<file path="config.mk">
export PLATFORM = sky130hd
export DESIGN_NAME = touch_sampler_flat
export DESIGN_NICKNAME = d
export VERILOG_FILES = /design/src/rtl/touch_pkg.sv /design/src/rtl/touch_sampler_if.sv /design/src/rtl/touch_irq_debounce.sv /design/src/rtl/touch_sampler.sv /design/src/flat_wrapper.sv
export SDC_FILE = /design/constraint.sdc
export NUM_CORES = 1
export LEC_CHECK = 0
export BUFFER_PORTS_ARGS = -buffer_cell sky130_fd_sc_hd__buf_2
export CAP_MARGIN = 0
export CORE_ASPECT_RATIO = 1.75
export CORE_UTILIZATION = 50
export CTS_CLUSTER_DIAMETER = 150
export CTS_CLUSTER_SIZE = 28
export DETAILED_ROUTE_END_ITERATION = 10
export PLACE_DENSITY = 0.68
export SYNTH_ARGS = -nofsm -noshare
export SYNTH_HDL_FRONTEND = slang
export SYNTH_SLANG_ARGS = --single-unit
</file>
<file path="constraint.sdc">
create_clock -name clk_1MHz -period 3.07 [get_ports clk_1MHz]
set_input_delay 0.307 -clock clk_1MHz [delete_from_list [all_inputs] [get_ports clk_1MHz]]
set_output_delay 0.307 -clock clk_1MHz [all_outputs]
set_load 0.02 [all_outputs]
</file>
<file path="src/rtl/touch_pkg.sv">
// Shared types and constants for the touch sampling sequencer.
package touch_pkg;

    typedef enum logic [2:0] {
        IDLE,
        REQ_X,
        WAIT_X,
        REQ_Y,
        WAIT_Y,
        OUTPUT,
        GAP
    } state_t;

    localparam logic [7:0]  CMD_X_DEFAULT = 8'hD0;
    localparam logic [7:0]  CMD_Y_DEFAULT = 8'h90;

    // Conversion result sits below the busy slot in the 16-bit word.
    localparam int unsigned RES_MSB = 14;
    localparam int unsigned RES_LSB = 3;
    localparam int unsigned RES_W   = RES_MSB - RES_LSB + 1;

    function automatic logic [7:0] bit_rev8(input logic [7:0] b);
        logic [7:0] r;
        r = '0;
        for (int i = 0; i < 8; i++) begin
            r[i] = b[7 - i];
        end
        return r;
    endfunction

endpackage

</file>
<file path="src/rtl/touch_sampler_if.sv">
// Command/result handshake between the touch sequencer and the SPI master.
interface touch_sampler_if;

    logic        en;
    logic [7:0]  cmd;
    logic        busy;
    logic        data_valid;
    logic [15:0] data_out;

    modport master (
        output en,
        output cmd,
        input  busy,
        input  data_valid,
        input  data_out
    );

    modport slave (
        input  en,
        input  cmd,
        output busy,
        output data_valid,
        output data_out
    );

endinterface

</file>
<file path="src/rtl/touch_irq_debounce.sv">
// Pen IRQ synchronizer and saturating debounce; pen_down drops on the first high sample.
module touch_irq_debounce #(
    parameter int unsigned DEBOUNCE_CYCLES = 2000
) (
    input  logic clk_1MHz,
    input  logic rst_n,
    input  logic i_irq,
    output logic pen_down
);

    localparam int unsigned CNT_W = $clog2(DEBOUNCE_CYCLES + 1);

    logic [1:0]       sync;
    logic [CNT_W-1:0] cnt;

    always_ff @(posedge clk_1MHz or negedge rst_n) begin
        if (!rst_n) begin
            sync     <= 2'b11;
            cnt      <= '0;
            pen_down <= 1'b0;
        end else begin
            sync <= {sync[0], i_irq};
            if (sync[1]) begin
                cnt      <= '0;
                pen_down <= 1'b0;
            end else if (!pen_down) begin
                if (cnt == CNT_W'(DEBOUNCE_CYCLES - 1)) begin
                    cnt      <= CNT_W'(DEBOUNCE_CYCLES);
                    pen_down <= 1'b1;
                end else begin
                    cnt <= cnt + CNT_W'(1);
                end
            end
        end
    end

endmodule

</file>
<file path="src/rtl/touch_sampler.sv">
// Touch sequencer: issues alternating X/Y conversions to the SPI master and
// reports one averaged coordinate pair per frame while the pen is down.
module touch_sampler
    import touch_pkg::*;
#(
    parameter int unsigned NUM_SAMPLES     = 4,
    parameter int unsigned DEBOUNCE_CYCLES = 2000,
    parameter int unsigned GAP_CYCLES      = 10000,
    parameter logic [7:0]  CMD_X           = CMD_X_DEFAULT,
    parameter logic [7:0]  CMD_Y           = CMD_Y_DEFAULT
) (
    input  logic             clk_1MHz,
    input  logic             rst_n,
    input  logic             i_irq,
    touch_sampler_if.master  spi,
    output logic             pen_down,
    output logic [RES_W-1:0] touch_x,
    output logic [RES_W-1:0] touch_y,
    output logic             touch_valid
);

    localparam int unsigned LOG2_N = $clog2(NUM_SAMPLES);
    localparam int unsigned ACC_W  = RES_W + LOG2_N;
    localparam int unsigned CNT_W  = $clog2(NUM_SAMPLES + 1);
    localparam int unsigned GAP_W  = $clog2(GAP_CYCLES + 1);

    // Master shifts data_in[0] first, so commands go out bit-reversed.
    localparam logic [7:0] CMD_X_WIRE = bit_rev8(CMD_X);
    localparam logic [7:0] CMD_Y_WIRE = bit_rev8(CMD_Y);

    state_t             state;
    logic [ACC_W-1:0]   sum_x;
    logic [ACC_W-1:0]   sum_y;
    logic [CNT_W-1:0]   count;
    logic [GAP_W-1:0]   gap_cnt;
    logic               dv_q;
    logic               dv_rise;
    logic [RES_W-1:0]   result;
    logic [ACC_W-1:0]   sum_x_next;
    logic [ACC_W-1:0]   sum_y_next;
    logic               unused_bits;

    touch_irq_debounce #(
        .DEBOUNCE_CYCLES (DEBOUNCE_CYCLES)
    ) u_debounce (
        .clk_1MHz (clk_1MHz),
        .rst_n    (rst_n),
        .i_irq    (i_irq),
        .pen_down (pen_down)
    );

    assign result      = spi.data_out[RES_MSB:RES_LSB];
    assign unused_bits = ^{spi.data_out[15], spi.data_out[RES_LSB-1:0]};
    assign dv_rise     = spi.data_valid & ~dv_q;
    assign sum_x_next  = sum_x + ACC_W'(result);
    assign sum_y_next  = sum_y + ACC_W'(result);

    always_ff @(posedge clk_1MHz or negedge rst_n) begin
        if (!rst_n) begin
            state       <= IDLE;
            sum_x       <= '0;
            sum_y       <= '0;
            count       <= '0;
            gap_cnt     <= '0;
            dv_q        <= 1'b0;
            spi.en      <= 1'b0;
            spi.cmd     <= 8'h00;
            touch_x     <= '0;
            touch_y     <= '0;
            touch_valid <= 1'b0;
        end else begin
            dv_q        <= spi.data_valid;
            touch_valid <= 1'b0;
            case (state)
                IDLE: begin
                    spi.en <= 1'b0;
                    sum_x  <= '0;
                    sum_y  <= '0;
                    count  <= '0;
                    if (pen_down) state <= REQ_X;
                end
                REQ_X, REQ_Y: begin
                    if (!pen_down) begin
                        spi.en <= 1'b0;
                        state  <= IDLE;
                    end else if (spi.busy) begin
                        spi.en <= 1'b0;
                        state  <= (state == REQ_X) ? WAIT_X : WAIT_Y;
                    end else begin
                        spi.en  <= 1'b1;
                        spi.cmd <= (state == REQ_X) ? CMD_X_WIRE : CMD_Y_WIRE;
                    end
                end
                WAIT_X: begin
                    if (dv_rise) begin
                        if (!pen_down) begin
                            state <= IDLE;
                        end else begin
                            sum_x <= sum_x_next;
                            state <= REQ_Y;
                        end
                    end
                end
                WAIT_Y: begin
                    if (dv_rise) begin
                        if (!pen_down) begin
                            state <= IDLE;
                        end else begin
                            sum_y <= sum_y_next;
                            count <= count + CNT_W'(1);
                            // Publish on entry so touch_valid is high during OUTPUT.
                            if (count == CNT_W'(NUM_SAMPLES - 1)) begin
                                touch_x     <= RES_W'(sum_x >> LOG2_N);
                                touch_y     <= RES_W'(sum_y_next >> LOG2_N);
                                touch_valid <= 1'b1;
                                state       <= OUTPUT;
                            end else begin
                                state <= REQ_X;
                            end
                        end
                    end
                end
                OUTPUT: begin
                    sum_x   <= '0;
                    sum_y   <= '0;
                    count   <= '0;
                    gap_cnt <= '0;
                    state   <= GAP;
                end
                GAP: begin
                    if (gap_cnt == GAP_W'(GAP_CYCLES - 1)) begin
                        gap_cnt <= '0;
                        state   <= pen_down ? REQ_X : IDLE;
                    end else begin
                        gap_cnt <= gap_cnt + GAP_W'(1);
                    end
                end
                default: state <= IDLE;
            endcase
        end
    end

endmodule

</file>
<file path="src/flat_wrapper.sv">
// flat-port wrapper written by rule: the top's interface ports become plain ports
module touch_sampler_flat import touch_pkg::*;
#(
    parameter int unsigned NUM_SAMPLES     = 4,
    parameter int unsigned DEBOUNCE_CYCLES = 2000,
    parameter int unsigned GAP_CYCLES      = 10000,
    parameter logic [7:0]  CMD_X           = CMD_X_DEFAULT,
    parameter logic [7:0]  CMD_Y           = CMD_Y_DEFAULT
)
  (clk_1MHz, rst_n, i_irq, pen_down, touch_x, touch_y, touch_valid, spi_en, spi_cmd, spi_busy, spi_data_valid, spi_data_out);
  touch_sampler_if spi_i ();
  input  logic clk_1MHz;
  input  logic rst_n;
  input  logic i_irq;
  output logic pen_down;
  output logic [RES_W-1:0] touch_x;
  output logic [RES_W-1:0] touch_y;
  output logic touch_valid;
  output wire logic [$bits(spi_i.en)-1:0] spi_en;
  output wire logic [$bits(spi_i.cmd)-1:0] spi_cmd;
  input wire logic [$bits(spi_i.busy)-1:0] spi_busy;
  input wire logic [$bits(spi_i.data_valid)-1:0] spi_data_valid;
  input wire logic [$bits(spi_i.data_out)-1:0] spi_data_out;
  assign spi_en = spi_i.en;
  assign spi_cmd = spi_i.cmd;
  assign spi_i.busy = spi_busy;
  assign spi_i.data_valid = spi_data_valid;
  assign spi_i.data_out = spi_data_out;
  touch_sampler #(.NUM_SAMPLES(NUM_SAMPLES), .DEBOUNCE_CYCLES(DEBOUNCE_CYCLES), .GAP_CYCLES(GAP_CYCLES), .CMD_X(CMD_X), .CMD_Y(CMD_Y)) u_core (.clk_1MHz(clk_1MHz), .rst_n(rst_n), .i_irq(i_irq), .spi(spi_i), .pen_down(pen_down), .touch_x(touch_x), .touch_y(touch_y), .touch_valid(touch_valid));
endmodule
</file>
=== Word-level counts from Yosys, hierarchy flattened ===
Index checks and enable logic that the tools add are counted.

* Bits in registers: 97
* Input bits: 21
* Word-level logic and storage cells: 88

* Add/sub/neg operators: 5
* Equality and inequality tests: 17
* Multiplexer cells: 37
* Bitwise operators: 3
* Reductions and logical operators: 12

{| class="wikitable"
|+ Operators with widths
! operator !! number
|-
| $pmux W14 S2 || 3
|-
| $mux W14 || 5
|-
| $mux W11 || 3
|-
| $mux W3 || 11
|-
| $add A14 B12 Y14 || 2
|-
| $pmux W3 S6 || 1
|-
| $add A14 B1 Y14 const B || 1
|-
| $eq A14 B14 Y1 const B || 1
|-
| $add A11 B1 Y11 const B || 1
|-
| $eq A11 B11 Y1 const B || 1
|-
| $mux W1 || 10
|-
| $eq A3 B2 Y1 const B || 3
|-
| $eq A3 B3 Y1 const B || 3
|-
| $reduce_and A3 Y1 || 3
|-
| $ne A2 B1 Y1 const B || 4
|-
| $reduce_bool A2 Y1 || 4
|-
| $ne A2 B2 Y1 const B || 3
|-
| $pmux W3 S2 || 1
|-
| $reduce_and A5 Y1 || 1
|-
| $mux W2 || 2
|-
| $reduce_and A4 Y1 || 1
|-
| $reduce_or A2 Y1 || 2
|-
| $add A3 B1 Y3 const B || 1
|-
| $eq A3 B1 Y1 const B || 1
|-
| other kinds (5) || 6
|}

=== Logic depth before layout (Yosys ltp) ===
* Depth after elaboration: 5
* Depth in mapped cells: 9

=== Cells and area by module ===
From an unflattened synthesis, not the netlist that was laid out.

* Cell total of the unflattened synthesis: 505
* Area total of the unflattened synthesis: 5,108.6 um^2

{| class="wikitable"
|+ By module, submodules not included
! module !! times used !! cells an instance !! area each (um^2)
|-
| touch_sampler || 1 || 439 || 4,419.2
|-
| touch_irq_debounce || 1 || 66 || 689.4
|}

=== Least setup slack after synthesis ===
OpenSTA, ideal clock, no wires.

* Path kind: reg2reg
* From: register u_core.sum_x[0]
* To: register u_core.sum_x[12]
* Library setup time: 0.128 ns
* Arrival time: 1.995 ns
* Data required time: 2.942 ns
* Path slack: 0.947 ns
* Cell stages (with the launch flop): 10
* Cell sequence: dfrtp_1 > ha_1 > inv_1 > fa_1 > nand2b_1 > a21oi_1 > o221ai_2 > a21oi_2 > o31ai_2 > mux2_1

* Word-level cells in the longest chain between the ends: 4

{| class="wikitable"
|+ RTL lines
! element !! RTL line !! source
|-
| start: declaration || touch_sampler.sv:32 || <nowiki>logic [ACC_W-1:0] sum_x;</nowiki>
|-
| start signal: assignment || touch_sampler.sv:99 || <nowiki>sum_x <= sum_x_next;</nowiki>
|-
| $add A14 B12 Y14 || touch_sampler.sv:55 || <nowiki>assign sum_x_next = sum_x + ACC_W'(result);</nowiki>
|-
| $mux W14 || touch_sampler.sv:96 || <nowiki>if (!pen_down) begin</nowiki>
|-
| $mux W14 || touch_sampler.sv:95 || <nowiki>if (dv_rise) begin</nowiki>
|-
| $pmux W14 S2 || touch_sampler.sv:74 || <nowiki>case (state)</nowiki>
|}

Every way passes these cells. The select of a mux whose other input is x is not followed.
A chain may end at the register's enable or synchronous reset.

=== Final worst setup path ===
* From: register u_core.state[0]
* To: register u_core.touch_y[2]

* Word-level cells in the longest chain between the ends: 2

{| class="wikitable"
|+ RTL lines
! element !! RTL line !! source
|-
| start: declaration || touch_sampler.sv:31 || <nowiki>state_t state;</nowiki>
|-
| start signal: assignment || touch_sampler.sv:88 || <nowiki>state <= (state == REQ_X) ? WAIT_X : WAIT_Y;</nowiki>
|-
| start signal: assignment || touch_sampler.sv:133 || <nowiki>state <= pen_down ? REQ_X : IDLE;</nowiki>
|-
| $eq A3 B3 Y1 || touch_sampler.sv:74 ||
|-
| $reduce_and A4 Y1 (no source line) || n/a ||
|-
| end signal: assignment || touch_sampler.sv:114 || <nowiki>touch_y <= RES_W'(sum_y_next >> LOG2_N);</nowiki>
|-
| end: declaration || touch_sampler.sv:18 || <nowiki>output logic [RES_W-1:0] touch_y,</nowiki>
|}

Every way passes these cells.

==> run metrics <==
Detailed Routing Iterations Pass 1=4; register area=2280 µm²; largest net degree at the start of global routing=48; CTS tree=done; Finished Cell Area=5700 µm²; area occupied by multi-input gates=approximately 2600 µm²; Num CTS Buffers=9; Required @ worst endpoint=between 3 and 4 ns; core area=9850 µm²; final number of hold-violating endpoints=23; number of top-level pins=56; main combinational cell family by area after synthesis=compound AO/OA/AOI/OAI gates; total power draw=2.46 mW; placed cells=648; final worst-path cycle share=80.1%; fin. max-slew vios=0; xor/xnor share of the synthesized area=3.81%; Hold WS=-0.0241 ns; Yosys cell types=69; synth cell count leaders=dfrtp_1 (89), o21ai_0 (43), nor2_1 (34), nand2_1 (32), ha_1 (28); postcts setup bufs=0; flop2flop setup slack=0.61 ns; post-synth top area cell=dfrtp_1; leakage power=2.83 nW; Max Fclk=407 MHz; routed vias/inst=5.82; final setup fails=0; ant diodes=0; Final Instance Count excl. Fillers=664; DP Wirelength=8010 µm; # fillers=859; gpl congestion=0.942; drt total wl=roughly 11,000 µm; CTS Hold Buffers Added=0; share of Yosys cell area claimed by the top area cell type=44.0%; Data arrival, critical path=between 2 and 3 ns; Post-CTS Resized=0; # nets final=between 500 and 600; port bufs=46; worst slew pin tran=roughly 0.90 ns; RSZ-0062 raised after global routing=no; die height=roughly 140 µm; total congestion overflow=0; ys async rst share=100%; failing checks=negative hold slack; number of max-cap violations=0; count leader, synth=dfrtp_1; Final ANT Viol Nets=0; die area=10,500 µm²; Seq/Total Area, Yosys=45.1%; initial antenna violation count=0; post-synthesis cell area=5060 µm²; vias in the first global route=around 4k; row count=48; CP Class=flop to flop; Synth Area in Compound Gates=19.7%; Tmin final=2.46 ns; Worst Setup Start Kind=flop; Post-Synth Simple-Gate Area=14.5%; Residual DRC=0; CTS root buf=clkbuf_16; TNS Setup=0 ns; first-pass GRT wire length=around 18,000 µm; worst hold path type=input port to async pin; All-Layer GR Usage=about 22%; Clock Sinks=91; Die Width=78.0 µm; Clock Path Buffers=2; cell count after synthesis=approximately 490; wire length per cell=16.0 µm; peak supply drop=~330 µV; Relative slew margins=between 30% and 40%; Crit Path Max Fanout=16; Area after DPL=5380 µm²; syn_area_per_cell=between 10 and 15 µm²; Synth Register Bits=91; H-tree Lvls=3; DR iter-0 viols=216; nature of the critical path endpoint=flop; Area contributors post-synth=dfrtp_1 (44%), ha_1 (6.9%), mux2_2 (4.5%); clk slew on worst S/H paths=0.06 ns; post-synthesis mux area share=5.37%; layout cells sized above 1=19.3%; Cell Pwr Density=around 430 nW/µm²; status=finished, violations left; clk_skew=0.00749 ns; clock insertion delay at the later pin of the skew report=0.34 ns; Post-synth EDFFs=0; Initial Util=51.4%; area share of fa/ha/maj cells after synthesis=7.72%; total number of vias=approximately 3.9k; Synth-to-Final Area Change=12.7%; Most used DFF post-synth=dfrtp_1; Synth Warn #=0
==> final cells by class <==
| type | count | share of cell area, % |
|---|---|---|
| Tap cell | 125 | 2.74 |
| Multi-Input combinational cell | 364 | 45.7 |
| Inverter | 15 | 0.988 |
| Sequential cell | 91 | 40.0 |
| Clock buffer | 13 | 4.74 |
| Clock inverter | 3 | 0.790 |
| Timing Repair Buffer | 53 | 5.01 |
==> stage by stage <==
stage | setup slack (ns) | utilization, %
final | 0.611 | 57.9
after global routing | 0.454 | 57.9
after CTS | 0.568 | 57.9
after detailed placement | 0.585 | 54.7
after global placement | 0.646 | 54.7
after floorplan | 0.947 | -
==> logic make-up (layout without fill, tap and decap cells) <==
logic type,Yosys count,after routing
AOI/OAI and AO/OA,144,144
xor gates and xnor gates,22,22
adders and majority gates,30,30
buffers and inverters,37,84
DFF,91,91
muxes,24,24
other,1,5
and+or+nand+nor,139,139
==> where the power goes <==
part	switching (mW)	internal, mW	leakage, nW	total [mW]
sequential	0.00571	1.21	1.26	1.21
combinational	0.0731	0.0366	1.42	0.110
clock	0.446	0.698	0.148	1.14
==> critical path, cell delays in order (launching register included) <==
cell and delay [ns]:
dfrtp_1 0.50, and2b_1 0.33, and4b_1 0.56, nand2_4 0.24, inv_2 0.31, mux2_2 0.38
==> per-layer routing <==
layer	global-route usage, %	wire, µm
met5	0	0
met2	41.1	5900
met3	3.99	298
met4	10.6	276
met1	24.2	4150
==> path summary, 6_finish.rpt <==
kind	startpoint	endpoint	depth (start not counted)
setup / recovery	u_core.state[0]	u_core.touch_y[2]	5
hold / removal	rst_n	u_core.touch_x[1]	1
setup reg to reg	u_core.state[0]	u_core.touch_y[2]	5
hold reg to reg	u_core.u_debounce.sync[0]	u_core.u_debounce.sync[1]	0
max in group asynchronous	rst_n	u_core.touch_x[4]	2
min in group clk_1MHz	i_irq	u_core.u_debounce.sync[0]	1
==> registers in the layout, summed over array words and instances (netlist names) <==
signal                      cells
u_core.touch_y                 12
u_core.sum_y                   14
u_core.u_debounce.sync          2
u_core.spi.en                   1
u_core.state                    3
u_core.u_debounce.pen_down      1
u_core.count                    3
u_core.gap_cnt                 14
u_core.touch_x                 12
u_core.spi.cmd                  2
u_core.u_debounce.cnt          11
u_core.dv_q                     1
u_core.touch_valid              1
u_core.sum_x                   14
==> cell usage in the layout, fill, tap and decap left out, types with 3 or more instances in the layout <==
| cell | instances |
|---|---|
| a21o_1 | 9 |
| a21oi_1 | 17 |
| a22o_1 | 21 |
| a31oi_1 | 8 |
| and2_1 | 4 |
| and3_1 | 8 |
| buf_2 | 45 |
| buf_4 | 8 |
| clkbuf_16 | 9 |
| clkbuf_8 | 3 |
| conb_1 | 5 |
| dfrtp_1 | 89 |
| ha_1 | 28 |
| inv_1 | 14 |
| mux2_2 | 20 |
| nand2_1 | 32 |
| nand2b_1 | 10 |
| nand3_1 | 13 |
| nand3b_1 | 3 |
| nand4_1 | 4 |
| nor2_1 | 34 |
| nor2b_1 | 10 |
| nor3_1 | 4 |
| o211ai_1 | 4 |
| o21a_1 | 8 |
| o21ai_0 | 43 |
| o31ai_1 | 9 |
| or3_1 | 3 |
| xnor2_1 | 17 |
| xor2_1 | 5 |
(Power assumes the default switching activity.)
